**config.mk**
```make
export PLATFORM = sky130hd
export DESIGN_NAME = opb_status_bank
export DESIGN_NICKNAME = d
export VERILOG_FILES = /design/src/rtl/opb_status_bank_pkg.sv /design/src/rtl/status_bank_chan.sv /design/src/rtl/opb_status_bank.sv
export SDC_FILE = /design/constraint.sdc
export NUM_CORES = 1
export LEC_CHECK = 0
export CAP_MARGIN = 10
export CORE_ASPECT_RATIO = 0.9
export CORE_UTILIZATION = 54
export CTS_CLUSTER_DIAMETER = 60
export CTS_CLUSTER_SIZE = 24
export DETAILED_ROUTE_END_ITERATION = 8
export PLACE_DENSITY = 0.95
export SLEW_MARGIN = 20
export SYNTH_ARGS = -nofsm -noshare
export SYNTH_HDL_FRONTEND = slang
export SYNTH_SLANG_ARGS = --single-unit
export TNS_END_PERCENT = 1
```
**constraint.sdc**
```tcl
create_clock -name OPB_Clk -period 3.72 [get_ports OPB_Clk]
set_input_delay 0.372 -clock OPB_Clk [delete_from_list [all_inputs] [get_ports OPB_Clk]]
set_output_delay 0.372 -clock OPB_Clk [all_outputs]
set_load 0.05 [all_outputs]
```
**src/rtl/opb_status_bank_pkg.sv**
```systemverilog
// Shared register-map constants, helpers and ack-FSM state type for opb_status_bank.
package opb_status_bank_pkg;

  localparam int unsigned LIVE_BASE   = 0;
  localparam int unsigned STICKY_BASE = 16;
  localparam int unsigned CTRL_IDX    = 32;
  localparam int unsigned CNT_BASE    = 48;
  localparam int unsigned FREEZE_BIT  = 0;
  localparam int unsigned CNT_WIDTH   = 16;

  typedef enum logic {
    ACK_IDLE = 1'b0,
    ACK_BUSY = 1'b1
  } ack_state_e;

  // Expand a 4-bit byte-enable (bit b covers data bits [8b+7:8b]) into a bit mask.
  function automatic logic [31:0] be_to_mask(input logic [3:0] be);
    logic [31:0] mask;
    for (int b = 0; b < 4; b++) begin
      mask[b*8 +: 8] = {8{be[b]}};
    end
    return mask;
  endfunction

endpackage

```
**src/rtl/status_bank_chan.sv**
```systemverilog
// One status channel: LIVE capture, 16-bit update counter and, when
// STATUS_BANK_STICKY_EN is defined, a write-1-to-clear sticky register.
module status_bank_chan
  import opb_status_bank_pkg::*;
#(
  parameter int DATA_WIDTH = 32
) (
  input  logic                  clk,
  input  logic                  rst_n,
  input  logic [DATA_WIDTH-1:0] data_in,
  input  logic                  valid,
  input  logic                  freeze,
  input  logic                  clr_en,
  input  logic [DATA_WIDTH-1:0] clr_mask,
  output logic [DATA_WIDTH-1:0] live,
  output logic [DATA_WIDTH-1:0] sticky,
  output logic [CNT_WIDTH-1:0]  cnt
);

  logic [DATA_WIDTH-1:0] live_q, live_d;
  logic [CNT_WIDTH-1:0]  cnt_q, cnt_d;

  always_comb begin
    live_d = live_q;
    cnt_d  = cnt_q;
    if (valid) begin
      cnt_d = cnt_q + CNT_WIDTH'(1);
      if (!freeze) begin
        live_d = data_in;
      end
    end
  end

  always_ff @(posedge clk or negedge rst_n) begin
    if (!rst_n) begin
      live_q <= '0;
      cnt_q  <= '0;
    end else begin
      live_q <= live_d;
      cnt_q  <= cnt_d;
    end
  end

  assign live = live_q;
  assign cnt  = cnt_q;

`ifdef STATUS_BANK_STICKY_EN
  logic [DATA_WIDTH-1:0] sticky_q, sticky_d;

  // Clear is applied before the set so fresh data always survives a same-cycle W1C.
  always_comb begin
    sticky_d = sticky_q;
    if (clr_en) begin
      sticky_d = sticky_d & ~clr_mask;
    end
    if (valid) begin
      sticky_d = sticky_d | data_in;
    end
  end

  always_ff @(posedge clk or negedge rst_n) begin
    if (!rst_n) begin
      sticky_q <= '0;
    end else begin
      sticky_q <= sticky_d;
    end
  end

  assign sticky = sticky_q;
`else
  logic unused_clr;
  assign unused_clr = ^{clr_en, clr_mask};
  assign sticky     = '0;
`endif

endmodule

```
**src/rtl/opb_status_bank.sv**
```systemverilog
// OPB slave exposing per-channel LIVE/STICKY/CNT status words plus a FREEZE control bit.
// Sticky registers are built only when STATUS_BANK_STICKY_EN is defined.
module opb_status_bank
  import opb_status_bank_pkg::*;
#(
  parameter logic [31:0] C_BASEADDR   = 32'h01080100,
  parameter logic [31:0] C_HIGHADDR   = 32'h010801FF,
  parameter int          C_OPB_AWIDTH = 32,
  parameter int          C_OPB_DWIDTH = 32,
  parameter int          C_NUM_CH     = 4,
  parameter int          C_DATA_WIDTH = 32
) (
  input  logic                           OPB_Clk,
  input  logic                           OPB_Rst_n,
  input  logic [0:C_OPB_AWIDTH-1]        OPB_ABus,
  input  logic [0:C_OPB_DWIDTH/8-1]      OPB_BE,
  input  logic [0:C_OPB_DWIDTH-1]        OPB_DBus,
  input  logic                           OPB_RNW,
  input  logic                           OPB_select,
  input  logic                           OPB_seqAddr,
  output logic [0:C_OPB_DWIDTH-1]        Sl_DBus,
  output logic                           Sl_xferAck,
  output logic                           Sl_errAck,
  output logic                           Sl_retry,
  output logic                           Sl_toutSup,
  input  logic [C_NUM_CH*C_DATA_WIDTH-1:0] user_data_in,
  input  logic [C_NUM_CH-1:0]            user_valid
);

  // OPB bit 0 is the MSB, so plain assignment yields conventional LSB-at-0 vectors.
  logic [31:0] addr, wdata, wmask, rdata;
  logic [3:0]  be;
  logic [5:0]  widx;
  logic        hit, wr_en;

  assign addr  = OPB_ABus;
  assign wdata = OPB_DBus;
  assign be    = OPB_BE;
  assign widx  = addr[7:2];
  assign wmask = wdata & be_to_mask(be);
  assign hit   = OPB_select && (addr >= C_BASEADDR) && (addr <= C_HIGHADDR);

  ack_state_e        state_q, state_d;
  logic              ack_q, ack_d;
  logic [31:0]       dbus_q, dbus_d;
  logic              freeze_q, freeze_d;

  assign wr_en = (state_q == ACK_IDLE) && hit && !OPB_RNW;

  logic [C_DATA_WIDTH-1:0] live_all   [C_NUM_CH];
  logic [C_DATA_WIDTH-1:0] sticky_all [C_NUM_CH];
  logic [CNT_WIDTH-1:0]    cnt_all    [C_NUM_CH];

  for (genvar k = 0; k < C_NUM_CH; k++) begin : g_chan
    status_bank_chan #(
      .DATA_WIDTH (C_DATA_WIDTH)
    ) u_chan (
      .clk      (OPB_Clk),
      .rst_n    (OPB_Rst_n),
      .data_in  (user_data_in[k*C_DATA_WIDTH +: C_DATA_WIDTH]),
      .valid    (user_valid[k]),
      .freeze   (freeze_q),
      .clr_en   (wr_en && (widx == 6'(STICKY_BASE + k))),
      .clr_mask (wmask[C_DATA_WIDTH-1:0]),
      .live     (live_all[k]),
      .sticky   (sticky_all[k]),
      .cnt      (cnt_all[k])
    );
  end

  always_comb begin
    freeze_d = freeze_q;
    if (wr_en && (widx == 6'(CTRL_IDX)) && be[FREEZE_BIT/8]) begin
      freeze_d = wdata[FREEZE_BIT];
    end
  end

  always_comb begin
    rdata = '0;
    for (int k = 0; k < C_NUM_CH; k++) begin
      if (widx == 6'(LIVE_BASE + k))   rdata = 32'(live_all[k]);
      if (widx == 6'(STICKY_BASE + k)) rdata = 32'(sticky_all[k]);
      if (widx == 6'(CNT_BASE + k))    rdata = 32'(cnt_all[k]);
    end
    if (widx == 6'(CTRL_IDX)) begin
      rdata[FREEZE_BIT] = freeze_q;
    end
  end

  // A hit seen while acknowledging is ignored, so each transfer takes two cycles.
  always_comb begin
    state_d = state_q;
    ack_d   = 1'b0;
    dbus_d  = '0;
    if (state_q == ACK_IDLE) begin
      if (hit) begin
        state_d = ACK_BUSY;
        ack_d   = 1'b1;
        if (OPB_RNW) begin
          dbus_d = rdata;
        end
      end
    end else begin
      state_d = ACK_IDLE;
    end
  end

  always_ff @(posedge OPB_Clk or negedge OPB_Rst_n) begin
    if (!OPB_Rst_n) begin
      state_q  <= ACK_IDLE;
      ack_q    <= 1'b0;
      dbus_q   <= '0;
      freeze_q <= 1'b0;
    end else begin
      state_q  <= state_d;
      ack_q    <= ack_d;
      dbus_q   <= dbus_d;
      freeze_q <= freeze_d;
    end
  end

  assign Sl_DBus    = dbus_q;
  assign Sl_xferAck = ack_q;
  assign Sl_errAck  = 1'b0;
  assign Sl_retry   = 1'b0;
  assign Sl_toutSup = 1'b0;

  logic unused_ok;
  assign unused_ok = ^{OPB_seqAddr, wmask};

endmodule

```
==> report_table.html <==
<table>
<tr><th>Metric</th><th>Value</th></tr>
<tr><th colspan="2">Status</th></tr>
<tr><td>Status</td><td>completed</td></tr>
<tr><th colspan="2">Detailed routing</th></tr>
<tr><td>Count of TritonRoute iterations in the first routing pass</td><td>7</td></tr>
<tr><td>Via total after detailed routing</td><td>7,649</td></tr>
<tr><td>Final Routed Wirelength</td><td>27,300 microns</td></tr>
<tr><td>Number of violations reported at the end of detailed-routing iteration 0</td><td>508</td></tr>
<tr><td>Routed length per placed instance</td><td>21.7 microns</td></tr>
<tr><td>Total DRC errors in the routed layout</td><td>0</td></tr>
<tr><td>Number of vias per cell</td><td>6.10</td></tr>
<tr><td>Count of nets left with antenna violations after detail routing</td><td>0</td></tr>
<tr><th colspan="2">Timing</th></tr>
<tr><td>Achievable clock frequency</td><td>400 MHz</td></tr>
<tr><td>Total setup violations reported at the end of the flow</td><td>0</td></tr>
<tr><td>Crit share post-route</td><td>67.2%</td></tr>
<tr><td>Transition time at the pin with the least slew margin</td><td>1.06 ns</td></tr>
<tr><td>Final-report hold violation count</td><td>0</td></tr>
<tr><td>Final worst setup slack</td><td>1.22 ns</td></tr>
<tr><td>Min Clock Period, post-route</td><td>2.50 ns</td></tr>
<tr><td>Final setup skew</td><td>0.00839 ns</td></tr>
<tr><td>Slew Limit Headroom</td><td>29.5%</td></tr>
<tr><td>RSZ-0062 raised after global routing</td><td>false</td></tr>
<tr><td>Slew Limit Fails</td><td>0</td></tr>
<tr><td>Setup Total Neg Slack</td><td>0 ns</td></tr>
<tr><th colspan="2">Synthesis</th></tr>
<tr><td>Distinct cell type count after synthesis</td><td>51</td></tr>
<tr><td>Synthesized area divided by synthesized cell count</td><td>12.5 sq um</td></tr>
<tr><td>Sequential-to-total area share from yosys stat</td><td>55.4%</td></tr>
<tr><td>Post-Synthesis Cells</td><td>814</td></tr>
<tr><td>EDFF count, synth</td><td>0</td></tr>
<tr><td>Proportion of synthesized flip-flops having asynchronous set or reset</td><td>100%</td></tr>
<tr><td>Cell accounting for the most synthesized area</td><td>sky130_fd_sc_hd__dfrtp_1</td></tr>
<tr><td>Share of Yosys cell area claimed by the top area cell type</td><td>55.4%</td></tr>
<tr><td>Most frequent cells after synthesis</td><td>sky130_fd_sc_hd__dfrtp_1, sky130_fd_sc_hd__mux2_2, sky130_fd_sc_hd__nand2_1, sky130_fd_sc_hd__xnor2_1, sky130_fd_sc_hd__a22oi_1</td></tr>
<tr><td>Most used DFF post-synth</td><td>sky130_fd_sc_hd__dfrtp_1</td></tr>
<tr><td>Post-synth design cell area</td><td>0.0102 sq mm</td></tr>
<tr><td>Yosys warning count</td><td>0</td></tr>
<tr><td>Area contributors post-synth</td><td>sky130_fd_sc_hd__dfrtp_1, sky130_fd_sc_hd__mux2_2, sky130_fd_sc_hd__xnor2_1</td></tr>
<tr><td>Synthesis-stage register bit count</td><td>226</td></tr>
<tr><td>Top-count cell post-synth</td><td>sky130_fd_sc_hd__dfrtp_1</td></tr>
<tr><th colspan="2">Power</th></tr>
<tr><td>Fraction of power consumed by the clock network</td><td>29.1%</td></tr>
<tr><td>Logic gate share of total power</td><td>15.2%</td></tr>
<tr><td>P_int</td><td>4.01 mW</td></tr>
<tr><td>Part of the power in registers</td><td>55.7%</td></tr>
<tr><td>Highest ir drop seen on vdd</td><td>0.266 mV</td></tr>
<tr><td>Power Density</td><td>425 mW/mm^2</td></tr>
<tr><td>Static Leakage</td><td>5.22 nW</td></tr>
<tr><td>Net switching power</td><td>1.47 mW</td></tr>
<tr><td>Total design power</td><td>5.49 mW</td></tr>
<tr><td>Share of total power consumed by net switching</td><td>26.9%</td></tr>
<tr><th colspan="2">CTS</th></tr>
<tr><td>Clock slew at reported path FFs</td><td>0.09 ns</td></tr>
<tr><td>Maximum root-to-sink buffer count</td><td>3</td></tr>
<tr><td>Clock buffers created by TritonCTS</td><td>14</td></tr>
<tr><td>Post-cts gate resize count</td><td>0</td></tr>
<tr><td>Clock tree from TritonCTS</td><td>built</td></tr>
<tr><td>Clock insertion delay at the later pin of the skew report</td><td>0.48 ns</td></tr>
<tr><td>CTS root buf</td><td>sky130_fd_sc_hd__clkbuf_16</td></tr>
<tr><td>CTS H-tree depth</td><td>1</td></tr>
<tr><td>Clock Sink Count</td><td>226</td></tr>
<tr><th colspan="2">Setup path</th></tr>
<tr><td>Worst setup EP type</td><td>register</td></tr>
<tr><td>Critical register-to-register path startpoint</td><td>Sl_xferAck</td></tr>
<tr><td>R2r worst-path depth</td><td>6</td></tr>
<tr><td>Critical Path RT</td><td>4.12 ns</td></tr>
<tr><td>Worst EP arrival</td><td>2.90 ns</td></tr>
<tr><td>Series of cell instances along the critical path</td><td>clkdlybuf4s50_1 -&gt; nor4_4 -&gt; and3_1 -&gt; buf_4 -&gt; a222oi_1 -&gt; a21oi_1</td></tr>
<tr><td>Number of buffer and inverter instances along the worst setup path</td><td>2</td></tr>
<tr><td>Critical Path Start</td><td>OPB_ABus[24]</td></tr>
<tr><td>Flop2flop setup slack</td><td>1.65 ns</td></tr>
<tr><td>Max FO, Critical Path</td><td>16</td></tr>
<tr><td>Worst setup path class</td><td>in2reg</td></tr>
<tr><td>Startpoint type of the worst setup path</td><td>input port</td></tr>
<tr><td>CP max stage delay</td><td>0.67 ns</td></tr>
<tr><td>Reg-to-reg endpoint</td><td>Sl_DBus[19]</td></tr>
<tr><td>Category of cells accounting for the largest share of critical-path delay</td><td>simple AND/OR/NAND/NOR gates</td></tr>
<tr><td>Crit path max-delay cell type</td><td>sky130_fd_sc_hd__clkdlybuf4s50_1</td></tr>
<tr><th colspan="2">Cells and area</th></tr>
<tr><td>Layout cell share with drive strength beyond 1</td><td>21.0%</td></tr>
<tr><td>Total number of nets in the final design</td><td>1,213</td></tr>
<tr><td>Layout area overhead</td><td>26.4%</td></tr>
<tr><td>Number of fill cells</td><td>1,237</td></tr>
<tr><td>Area used by multi-input combinational logic</td><td>0.00427 sq mm</td></tr>
<tr><td>Flip-flop and latch area</td><td>0.00566 sq mm</td></tr>
<tr><td>Design area</td><td>0.0129 sq mm</td></tr>
<tr><td>Number of inserted diodes</td><td>0</td></tr>
<tr><th colspan="2">Placed design</th></tr>
<tr><td>Buffers added on ports</td><td>200</td></tr>
<tr><td>Placed Area</td><td>0.0125 sq mm</td></tr>
<tr><td>Post-placement worst setup slack</td><td>0.797 ns</td></tr>
<tr><td>DP HPWL</td><td>19,700 microns</td></tr>
<tr><td>Final RePlAce weighted congestion</td><td>0.927</td></tr>
<tr><th colspan="2">Job</th></tr>
<tr><td>Max-cap viol count</td><td>0</td></tr>
<tr><th colspan="2">Min path</th></tr>
<tr><td>Worst hold-check path type</td><td>reg2reg</td></tr>
<tr><td>Start point of the worst hold path</td><td>g_chan[3].u_chan.cnt[15]</td></tr>
<tr><td>Hold path endpoint</td><td>g_chan[3].u_chan.cnt[15]</td></tr>
<tr><td>Worst hold stages</td><td>1</td></tr>
<tr><th colspan="2">Floorplan</th></tr>
<tr><td>Starting density of the core</td><td>55.3%</td></tr>
<tr><td>Core Box Area</td><td>0.0185 sq mm</td></tr>
<tr><td>Horizontal extent of the die</td><td>147 microns</td></tr>
<tr><td>I/O pin cnt</td><td>241</td></tr>
<tr><td>DIE AREA</td><td>0.0195 sq mm</td></tr>
<tr><td>Rows</td><td>47</td></tr>
<tr><td>Chip Height</td><td>132 microns</td></tr>
<tr><th colspan="2">Global routing</th></tr>
<tr><td>GRT Residual Overflow</td><td>0</td></tr>
<tr><td>Aggregate global-route resource usage</td><td>28.5%</td></tr>
<tr><td>Largest net degree at the start of global routing</td><td>108</td></tr>
<tr><td>Antenna violations before repair</td><td>0</td></tr>
<tr><td>Vias in the first global route</td><td>7,840</td></tr>
<tr><td>Global-route wire length before repair</td><td>42,800 microns</td></tr>
</table>
## kinds of logic (layout without fill, tap and decap cells)
group                      after synthesis  count (layout)  synth area share, %
adders and majority gates                4               4                0.490
buffers and inverters                   60             253                 3.15
xor gates and xnor gates                60              60                 5.15
and+or+nand+nor                        170             170                 8.77
DFF                                    226             226                 55.4
AOI/OAI and AO/OA                      160             160                 12.3
other                                    1               3               0.0367
muxes                                  133             133                 14.7
## repair_timing
item                                    in CTS  in global routing
hold endpoints to repair                    75                  0
hold buffers                                 1                  0
buffers inserted                             0                  0
endpoints found under the setup margin       0                  0
## power groups by stage
stage | clock, mW | sequential, mW | combinational [mW]
detailed placement | 0 | 3.09 | 0.832
finish | 1.60 | 3.05 | 0.832
global placement | 0 | 3.07 | 0.780
floorplan | 0 | 2.98 | 0.502
global route | 1.70 | 3.09 | 0.908
CTS | 1.61 | 3.04 | 0.838
## area by class of cell
type                       count  share of cell area [%]
inverter                       6                   0.175
sequential                   226                    43.8
clock buffer                  18                    3.15
clock inverter                 3                   0.213
tap                          245                    2.38
multi-input combinational    530                    33.1
timing repair buffer         226                    17.2
## worst reg2reg max path, stage by stage (launching register included)
cell and delay [ns]:
sky130_fd_sc_hd__dfrtp_1 0.44, sky130_fd_sc_hd__nor4b_1 0.32, sky130_fd_sc_hd__nand4_1 0.24, sky130_fd_sc_hd__nor2_2 0.25, sky130_fd_sc_hd__nand3_1 0.13, sky130_fd_sc_hd__buf_4 0.25
sky130_fd_sc_hd__o31ai_1 0.33
## metrics by stage
stage / cells / utilization, % / hold slack [ns]
after global placement: 1232 / 67.5 / 0.464
after global routing: 1254 / 69.9 / 0.475
after detailed placement: 1232 / 67.5 / 0.470
after CTS: 1254 / 69.9 / 0.478
final: 1254 / 69.9 / 0.482
after floorplan: 816 / - / 0.0764
## placed cells by master, fill, tap and decap left out, types with 16 or more instances in the layout
cell,count
sky130_fd_sc_hd__dfrtp_1,226
sky130_fd_sc_hd__clkdlybuf4s50_1,199
sky130_fd_sc_hd__mux2_2,127
sky130_fd_sc_hd__nand2_1,58
sky130_fd_sc_hd__xnor2_1,45
sky130_fd_sc_hd__a22oi_1,33
sky130_fd_sc_hd__a21oi_1,31
sky130_fd_sc_hd__nor2_1,28
sky130_fd_sc_hd__buf_4,24
sky130_fd_sc_hd__nand4_1,20
sky130_fd_sc_hd__nand3_1,17
sky130_fd_sc_hd__a222oi_1,16
sky130_fd_sc_hd__o2bb2ai_1,16
## state kept, by name, indices dropped and copies added (netlist names)
signal              cells
g_chan.u_chan.cnt      64
g_chan.u_chan.live    128
Sl_xferAck              1
freeze_q                1
Sl_DBus                32
## worst max-delay path by stage
stage / to / slack, ns / depth (start not counted)
2_1_floorplan: Sl_DBus[22] / 1.73 / 6
3_3_place_gp: Sl_DBus[14] / 0.82 / 6
3_5_place_dp: Sl_DBus[6] / 0.80 / 6
4_1_cts: Sl_DBus[31] / 1.28 / 5
5_1_grt: Sl_DBus[31] / 1.09 / 5
6_report: Sl_DBus[6] / 1.22 / 6
## per-layer routing
metal	up-vias	wire, microns	part of all wire [%]	global-route usage, %
li1	3355	-	-	-
met1	3823	10800	40	38.3
met2	413	13200	48	46.2
met3	58	2530	9.3	6.48
met4	0	750	2.7	9.11
met5	-	0	0	0
Power figures use the tool's default switching activity.
